### src/rtl/io_in_pad_filter.sv
// Input pad front-end: per-channel synchroniser, debounce filter, edge pulses
// and a sticky flag for pulses the filter rejected.
module io_in_pad_filter #(
  parameter int WIDTH         = 4,
  parameter int SYNC_STAGES   = 2,
  parameter int FILTER_CYCLES = 4,
  parameter bit INIT          = 1'b0
) (
  input  logic             clk,
  input  logic             rst,
  input  logic [WIDTH-1:0] top_pin,
  input  logic             filter_en,
  input  logic             glitch_clr,
  output logic [WIDTH-1:0] pin,
  output logic [WIDTH-1:0] rise,
  output logic [WIDTH-1:0] fall,
  output logic [WIDTH-1:0] glitch_seen
);

  localparam int CNT_W = $clog2(FILTER_CYCLES + 1);
  localparam logic [CNT_W-1:0] CNT_LAST = CNT_W'(FILTER_CYCLES - 1);
  localparam logic [CNT_W-1:0] CNT_ONE  = CNT_W'(1);

  genvar gi;
  generate
    for (gi = 0; gi < WIDTH; gi++) begin : g_ch
      logic [SYNC_STAGES-1:0] sync_reg;
      logic [CNT_W-1:0]       cnt_reg;
      logic [CNT_W-1:0]       cnt_next;
      logic                   pin_reg;
      logic                   pin_next;
      logic                   rise_reg;
      logic                   fall_reg;
      logic                   glitch_reg;
      logic                   glitch_next;
      logic                   s;

      // Plain flop chain; nothing may sit between stages.
      always_ff @(posedge clk or posedge rst) begin
        if (rst) begin
          sync_reg <= {SYNC_STAGES{INIT}};
        end else begin
          sync_reg <= {sync_reg[SYNC_STAGES-2:0], top_pin[gi]};
        end
      end

      assign s = sync_reg[SYNC_STAGES-1];

      always_comb begin
        pin_next    = pin_reg;
        cnt_next    = '0;
        glitch_next = glitch_reg & ~glitch_clr;
        if (!filter_en) begin
          pin_next = s;
        end else if (s == pin_reg) begin
          // Level fell back before acceptance; a set overrides a same-cycle clear.
          if (cnt_reg != '0) begin
            glitch_next = 1'b1;
          end
        end else if (cnt_reg == CNT_LAST) begin
          pin_next = s;
        end else begin
          cnt_next = cnt_reg + CNT_ONE;
        end
      end

      always_ff @(posedge clk or posedge rst) begin
        if (rst) begin
          pin_reg    <= INIT;
          cnt_reg    <= '0;
          rise_reg   <= 1'b0;
          fall_reg   <= 1'b0;
          glitch_reg <= 1'b0;
        end else begin
          pin_reg    <= pin_next;
          cnt_reg    <= cnt_next;
          rise_reg   <= pin_next & ~pin_reg;
          fall_reg   <= ~pin_next & pin_reg;
          glitch_reg <= glitch_next;
        end
      end

      assign pin[gi]         = pin_reg;
      assign rise[gi]        = rise_reg;
      assign fall[gi]        = fall_reg;
      assign glitch_seen[gi] = glitch_reg;
    end
  endgenerate

endmodule

### config.mk
export PLATFORM = sky130hd
export DESIGN_NAME = io_in_pad_filter
export DESIGN_NICKNAME = d
export VERILOG_FILES = /design/src/rtl/io_in_pad_filter.sv
export SDC_FILE = /design/constraint.sdc
export NUM_CORES = 1
export LEC_CHECK = 0
export CAP_MARGIN = 25
export CORE_UTILIZATION = 25
export CTS_CLUSTER_SIZE = 40
export DETAILED_ROUTE_END_ITERATION = 12
export PLACE_DENSITY = 0.51
export SLEW_MARGIN = 25
export SYNTH_ARGS = -nofsm -noshare
export SYNTH_HDL_FRONTEND = slang
export SYNTH_SLANG_ARGS = --single-unit
### constraint.sdc
create_clock -name clk -period 3.1 [get_ports clk]
set_clock_uncertainty 0.1 [all_clocks]
set_input_delay 0.62 -clock clk [delete_from_list [all_inputs] [get_ports clk]]
set_output_delay 0.62 -clock clk [all_outputs]
set_load 0.02 [all_outputs]
---- Word-level counts from Yosys, hierarchy flattened ----
Index checks and enable logic that the tools add are counted.
word-level totals
  register bits after elaboration ......... 36
  output and inout port bits .............. 16
cells by class
  bitwise gates (word level) .............. 21
  reductions and logical operators ........ 4
  muxes and demuxes ....................... 36
  add/sub/neg operators ................... 4
  equality and inequality tests ........... 8
operator list
  cell                                                  number
  two-way mux 3 bit                                     12
  two-way mux 1 bit                                     24
  adder 3 x 1 -> 3 bit (second input constant)          4
  AND 1 bit                                             12
  equality test 3 x 2 -> 1 bit (second input constant)  4
  nonzero test 3 bit                                    4
  inverter 1 bit                                        9
  equality test 1 bit                                   4

---- Longest topological paths before layout ----
Gate-level depths: netlist of the first run.
  depth in word-level cells ............... 6
  depth in mapped cells ................... 4
  gate-level depth less buffers ........... 4

---- Worst setup path before layout of the first run ----
Ideal clock, no wire load.
  kind .................................... input to register
  start point ............................. input filter_en
  end point ............................... register g_ch[3].pin_reg
  buffers on the path ..................... 1
  setup time .............................. 0.125 ns
  arrival time ............................ 1.147 ns
  stages .................................. 3
  path slack .............................. 1.728 ns
  cells stage by stage .................... buf_6 > and2_4 > mux2_4
on the way
  word-level cells in the longest chain between the ends .. 1
ends and longest elaborated chain
  what                  RTL line  source
  start, declared       12        input logic filter_en,
  two-way mux 1 bit     53        if (!filter_en) begin
  net g_ch[3].pin_next  31        logic pin_next;
  end signal, assigned  75        pin_reg <= pin_next;
  end, declared         30        logic pin_reg;
The timed path passes the listed nets, and every way through them passes these cells.

---- Worst setup path after layout of the first run ----
  start point ............................. register g_ch[3].pin_reg
  end point ............................... output pin[3]
RTL lines
  what           RTL line  source
  end, declared  14        output logic [WIDTH-1:0] pin,
No word-level cell between the ends.

==> results of run 1 <==
==> worst reg2reg max path, delay by kind of cell, from the launching register on <==
kind	cells	cell delay (ns)
muxes	1	0.35
AOI/OAI and AO/OA	1	0.19
DFF	1	0.39
adders and majority gates	1	0.25
==> per-stage QoR <==
step                power, uW  util [%]  area (um2)
finish                   1010      30.9        1840
global route             1070      30.9        1840
CTS                      1030      30.9        1840
detailed placement        688      29.4        1750
global placement          681      29.4        1750
floorplan                 647         -        1550
==> per-layer routing <==
metal | global-route usage [%] | routed length (um) | vias to the layer above
met5 | 0 | 0 | -
met4 | 5.36 | 34 | 0
met3 | 2.70 | 58 | 2
met2 | 15.8 | 1280 | 10
met1 | 8.27 | 971 | 415
li1 | - | - | 401
==> placed cells by master (no fill, tap or decap), drive strengths merged <==
| cell | instances |
|---|---|
| dfrtp | 36 |
| clkdlybuf4s50 | 23 |
| inv | 14 |
| nor3b | 9 |
| ha | 8 |
| clkbuf | 8 |
| and3 | 7 |
| nand2 | 5 |
| xor2 | 4 |
| a21oi | 4 |
| a22o | 4 |
| mux2 | 4 |
| a21boi | 3 |
| nor3 | 3 |
| nand2b | 1 |
| nor2 | 1 |
| and2 | 1 |
| buf | 1 |
==> cell type report <==
type | count | area (um2)
tap | 75 | 93.8
sequential | 36 | 901
clock buffer | 8 | 90.1
timing repair buffer | 24 | 238
inverter | 14 | 52.6
fill | 607 | 4120
multi-input combinational | 54 | 465
==> report_power, final <==
| part | switching, uW | internal [uW] |
|---|---|---|
| Combinational | 75.8 | 76.2 |
| Sequential | 21.2 | 503 |
| Clock | 152 | 181 |
| Total | 249 | 760 |
==> logic make-up after synthesis <==
kind of cell    synth area share [%]
flops                           58.1
buf+inv                         11.9
simple gates                    11.0
compound gates                  7.18
fa+ha+maj                       6.46
xor+xnor                        2.26
mux                             3.15
==> worst min path at each step <==
| stage | from | endpoint | slack (ns) | cells past startpoint |
|---|---|---|---|---|
| 2_1_floorplan | g_ch[0].sync_reg[0] | g_ch[0].sync_reg[1] | 0.23 | 0 |
| 3_5_place_dp | g_ch[3].sync_reg[0] | g_ch[3].sync_reg[1] | 0.24 | 0 |
| 5_1_grt | g_ch[1].sync_reg[0] | g_ch[1].sync_reg[1] | 0.26 | 0 |
| 4_1_cts | g_ch[1].sync_reg[0] | g_ch[1].sync_reg[1] | 0.25 | 0 |
| 6_report | g_ch[3].sync_reg[0] | g_ch[3].sync_reg[1] | 0.25 | 0 |
| 3_3_place_gp | g_ch[0].sync_reg[0] | g_ch[0].sync_reg[1] | 0.23 | 0 |
==> results.cfg, run 1 <==
[pwr]
peakVddDrop_mv = 0.215
p_leak_uw = 0.000852
power.density_mw_per_mm2 = 548

[critical_path]
crit_family = buffers and inverters
reg2reg_depth = 3
r2r_end = g_ch[2].pin_reg
startpoint = g_ch[3].pin_reg
cp_cell_sequence = clkdlybuf4s50_1
crit_path_end = pin[3]
end_kind = output pin
r2r_start = g_ch[2].cnt_reg[0]
rrSetupSlack_ns = 1.72
cp_max_fo = 5
worstPathArrival_ns = 1.32
slowest_stage = clkdlybuf4s50_1
critPathKind = reg2out
required_ns = 2.38
cp-start-kind = register
cp.depth = 1
cp.buffers_inverters = 1
cpPeakStageDelay_ns = 0.63

[synth]
postSynthCellCount = 121
synth_edf_count = 0
synthArstFlopShare_pct = 100
avgSynthCellArea_um2 = 12.8
post_synth_num_cell_types = 20
synth_flop_cell = dfrtp_1
ys_top_cells_by_area = dfrtp_1 58%, buf_4 7.7%, ha_1 6.5%, nor3b_1 3.9%, a21boi_4 3.6%
synth_top_area_share_pct = 58.1
yosys_warnings = 0
syn-num-nets = 137
synth_common_cells = 36 x dfrtp_1, 16 x buf_4, 14 x inv_1
yosysTopAreaCell = dfrtp_1
syn_area_mm2 = 0.00155
yosysSeqAreaShare_pct = 58.1
ys_ff_latch = 36
yosysMostFrequentCell = dfrtp_1

[drt]
drt_first_pass_iters = 4
drtIter0Drc = 44
antenna_left = 0
wirelength_um = 2340
drc = 0
wl_per_cell_um = 11.1
num_vias = 828
viasPerCell = 3.92

[clock_network]
ctsHoldBuffers = 0
cts_made_buffers = 5
htreeDepth = 2
cts_tree = built
cts.path.max_buffers = 2
post_cts_resized = 0
root_buffer = clkbuf_8
insertion_delay_ns = 0.28
post-cts-setup-buffers = 0
path_clk_slew_ns = 0.07
clock_sinks = 36

[final_layout]
largest_register_ffs = 12
area_growth_pct = 18.7
drive_above_1_share_pct = 12.5
nets = 151
final_cells = 211
diodes = 0

[sta]
hold_ws_ns = 0.250
slew_headroom_pct = 65.5
fin_crit_sh_pct = 65.8
final-hold-violation-count = 0
max_freq_mhz = 490
setup_ws_ns = 1.06
tightest_slew_ns = 0.515
slew_violations = 0
period_needed_ns = 2.04
finalSetupTns_ns = 0
setup_viol = 0
rsz0062_at_grt = false

[job]
maxCapViolCount = 0

[placement]
dp_cells = 203
numPortBuffers = 23
dp_hpwl_um = 1630
pre_cts_ws_ns = 0.792
gp_congestion = 0.682

[floorplanning]
num_rows = 28
start_util_pct = 26.0
fp.coreArea_mm2 = 0.00596
chipWidth_um = 80.7
die_h_um = 80.7
die_area_mm2 = 0.00652
ioPinCount = 24

[outcome]
status = finished clean

[grt]
track_usage_pct = 8.60
grt_pass1_vias = 917
grt_pass1_wl_um = 4100
grt_overflow = 0
antenna_found_initial = 0
grt_max_degree = 37

[worst_hold_path]
min_path_type = reg2reg
Power figures use the tool's default switching activity.
==> run 2, diff against run 1 <==
- PLACE_DENSITY: 0.51 -> 0.53
- clock period: 3.1 -> 1.7 ns (I/O delays scaled with it)
==> run 2 against run 1 <==
- hold slack about the same
- first-iteration DRC count up 9.1%
- final cell count up 1.4%
- sequential power up 82%
- sequential share of layout area down 1.1 points
- core utilization up 0.69 points
- global-route usage down 0.18 points
==> results.cfg, run 2 (same netlist as run 1, synthesis figures left out) <==
[worst_hold_path]
min_path_type = reg2reg

[critical_path]
cp-start-kind = register
cp.buffers_inverters = 1
cp_max_fo = 1
crit_family = buffers and inverters
worstPathArrival_ns = 1.22
required_ns = 1.26
cp_cell_sequence = clkdlybuf4s50_1
critPathKind = reg2out
cpPeakStageDelay_ns = 0.60
slowest_stage = clkdlybuf4s50_1
end_kind = output pin

[pwr]
comb_power_share_pct = 15.8
p_clk_share_pct = 29.9
power.density_mw_per_mm2 = 936
peakVddDrop_mv = 0.301
seqPwrFrac_pct = 54.3
swShare_pct = 25.0
p_leak_uw = 0.000948
p_switching_uw = 440
p_int_uw = 1320

[placement]
dp_cells = 209
gp_congestion = 0.699
numPortBuffers = 23
dp_hpwl_um = 1660

[grt]
grt_max_degree = 37
grt_pass1_vias = 927
antenna_found_initial = 0
grt_overflow = 0
track_usage_pct = 8.42
grt_pass1_wl_um = 3970

[final_layout]
multi_input_area_um2 = 465
nets = 157
final_cells = 214
seq_area_um2 = 901
final_cell_mix = 36 x dfrtp_1, 15 x clkdlybuf4s50_1, 14 x inv_1
drive_above_1_share_pct = 15.8
diodes = 0
final_common_cell = dfrtp_1
area_growth_pct = 21.4
fillCellCount = 613
largest_register_ffs = 12

[sta]
tightest_slew_ns = 0.265
slew_violations = 0
finalSetupTns_ns = 0
fin_crit_sh_pct = 97.8
final-hold-violation-count = 0
hold_ws_ns = 0.249
max_freq_mhz = 601
slew_headroom_pct = 82.3
rsz0062_at_grt = false
setup_viol = 0
period_needed_ns = 1.66

[floorplanning]
die_h_um = 80.7
ioPinCount = 24
die_area_mm2 = 0.00652
fp.coreArea_mm2 = 0.00596
num_rows = 28
chipWidth_um = 80.7
start_util_pct = 26.0

[drt]
drc = 0
wirelength_um = 2340
drt_first_pass_iters = 4
wl_per_cell_um = 10.9
num_vias = 848
drtIter0Drc = 48
viasPerCell = 3.96
antenna_left = 0

[clock_network]
ctsHoldBuffers = 0
clock_sinks = 36
cts.path.max_buffers = 2
cts_tree = built
post-cts-setup-buffers = 0
insertion_delay_ns = 0.28
cts_made_buffers = 5
htreeDepth = 2
path_clk_slew_ns = 0.06
root_buffer = clkbuf_8

[job]
maxCapViolCount = 0

[outcome]
status = finished clean
## run 2: changes by cell type in the layout (fill, tap and decap cells not counted), sizes merged
cell	before	now
clkbuf	8	5
clkdlybuf4s50	23	15
buf	1	7
dlymetal6s2s	0	4
dlygate4sd2	0	4
## run 2: area by class of cell
cell class,count,area share (%)
Sequential cell,36,47.9
Multi-Input combinational cell,54,24.7
Timing Repair Buffer,30,16.0
Tap cell,75,4.99
Clock buffer,5,3.66
Inverter,14,2.79
## run 2: path summary, 6_finish.rpt
kind	startpoint	to	slack (ns)	cells past startpoint
max reg2reg	g_ch[3].cnt_reg[0]	g_ch[3].pin_reg	0.32	4
max	g_ch[0].fall_reg	fall[0]	0.04	1
min	g_ch[2].sync_reg[0]	g_ch[2].sync_reg[1]	0.25	0
max in group asynchronous	rst	g_ch[1].cnt_reg[2]	1.01	3
min in group asynchronous	rst	g_ch[0].sync_reg[0]	0.30	3
min reg2reg	g_ch[2].sync_reg[0]	g_ch[2].sync_reg[1]	0.25	0
## run 2: power groups by stage
stage	logic [uW]	registers [uW]	clock network (uW)
5_1_grt	313	964	590
2_1_floorplan	217	963	0
4_1_cts	288	958	559
3_5_place_dp	294	975	0
6_report	279	956	527
3_3_place_gp	287	969	0
## run 2: metal layers
metal  vias to the layer above  part of all wire [%]  GRT usage (%)
met5                         -                     0              0
met4                         0                   1.5           4.82
met3                         4                   5.6           3.82
met2                        22                    50           14.0
met1                       406                    42           8.82
li1                        416                     -              -
## run 2: per-stage QoR
stage	worst slack, ns	total power [uW]	cell area, um2	util, %
3_5_place_dp	-0.0174	1270	1810	30.4
2_1_floorplan	0.389	1180	1550	-
4_1_cts	0.00405	1810	1870	31.4
3_3_place_gp	0.000617	1260	1810	30.4
5_1_grt	0.00260	1870	1880	31.6
6_report	0.0370	1760	1880	31.6
## run 2: timing repair
item / 4_1_cts / 5_1_grt
setup endpoints to repair: 4 / 4
gates cloned: 0 / 0
endpoints found under the hold margin: 0 / 0
gates resized for setup: 4 / 4
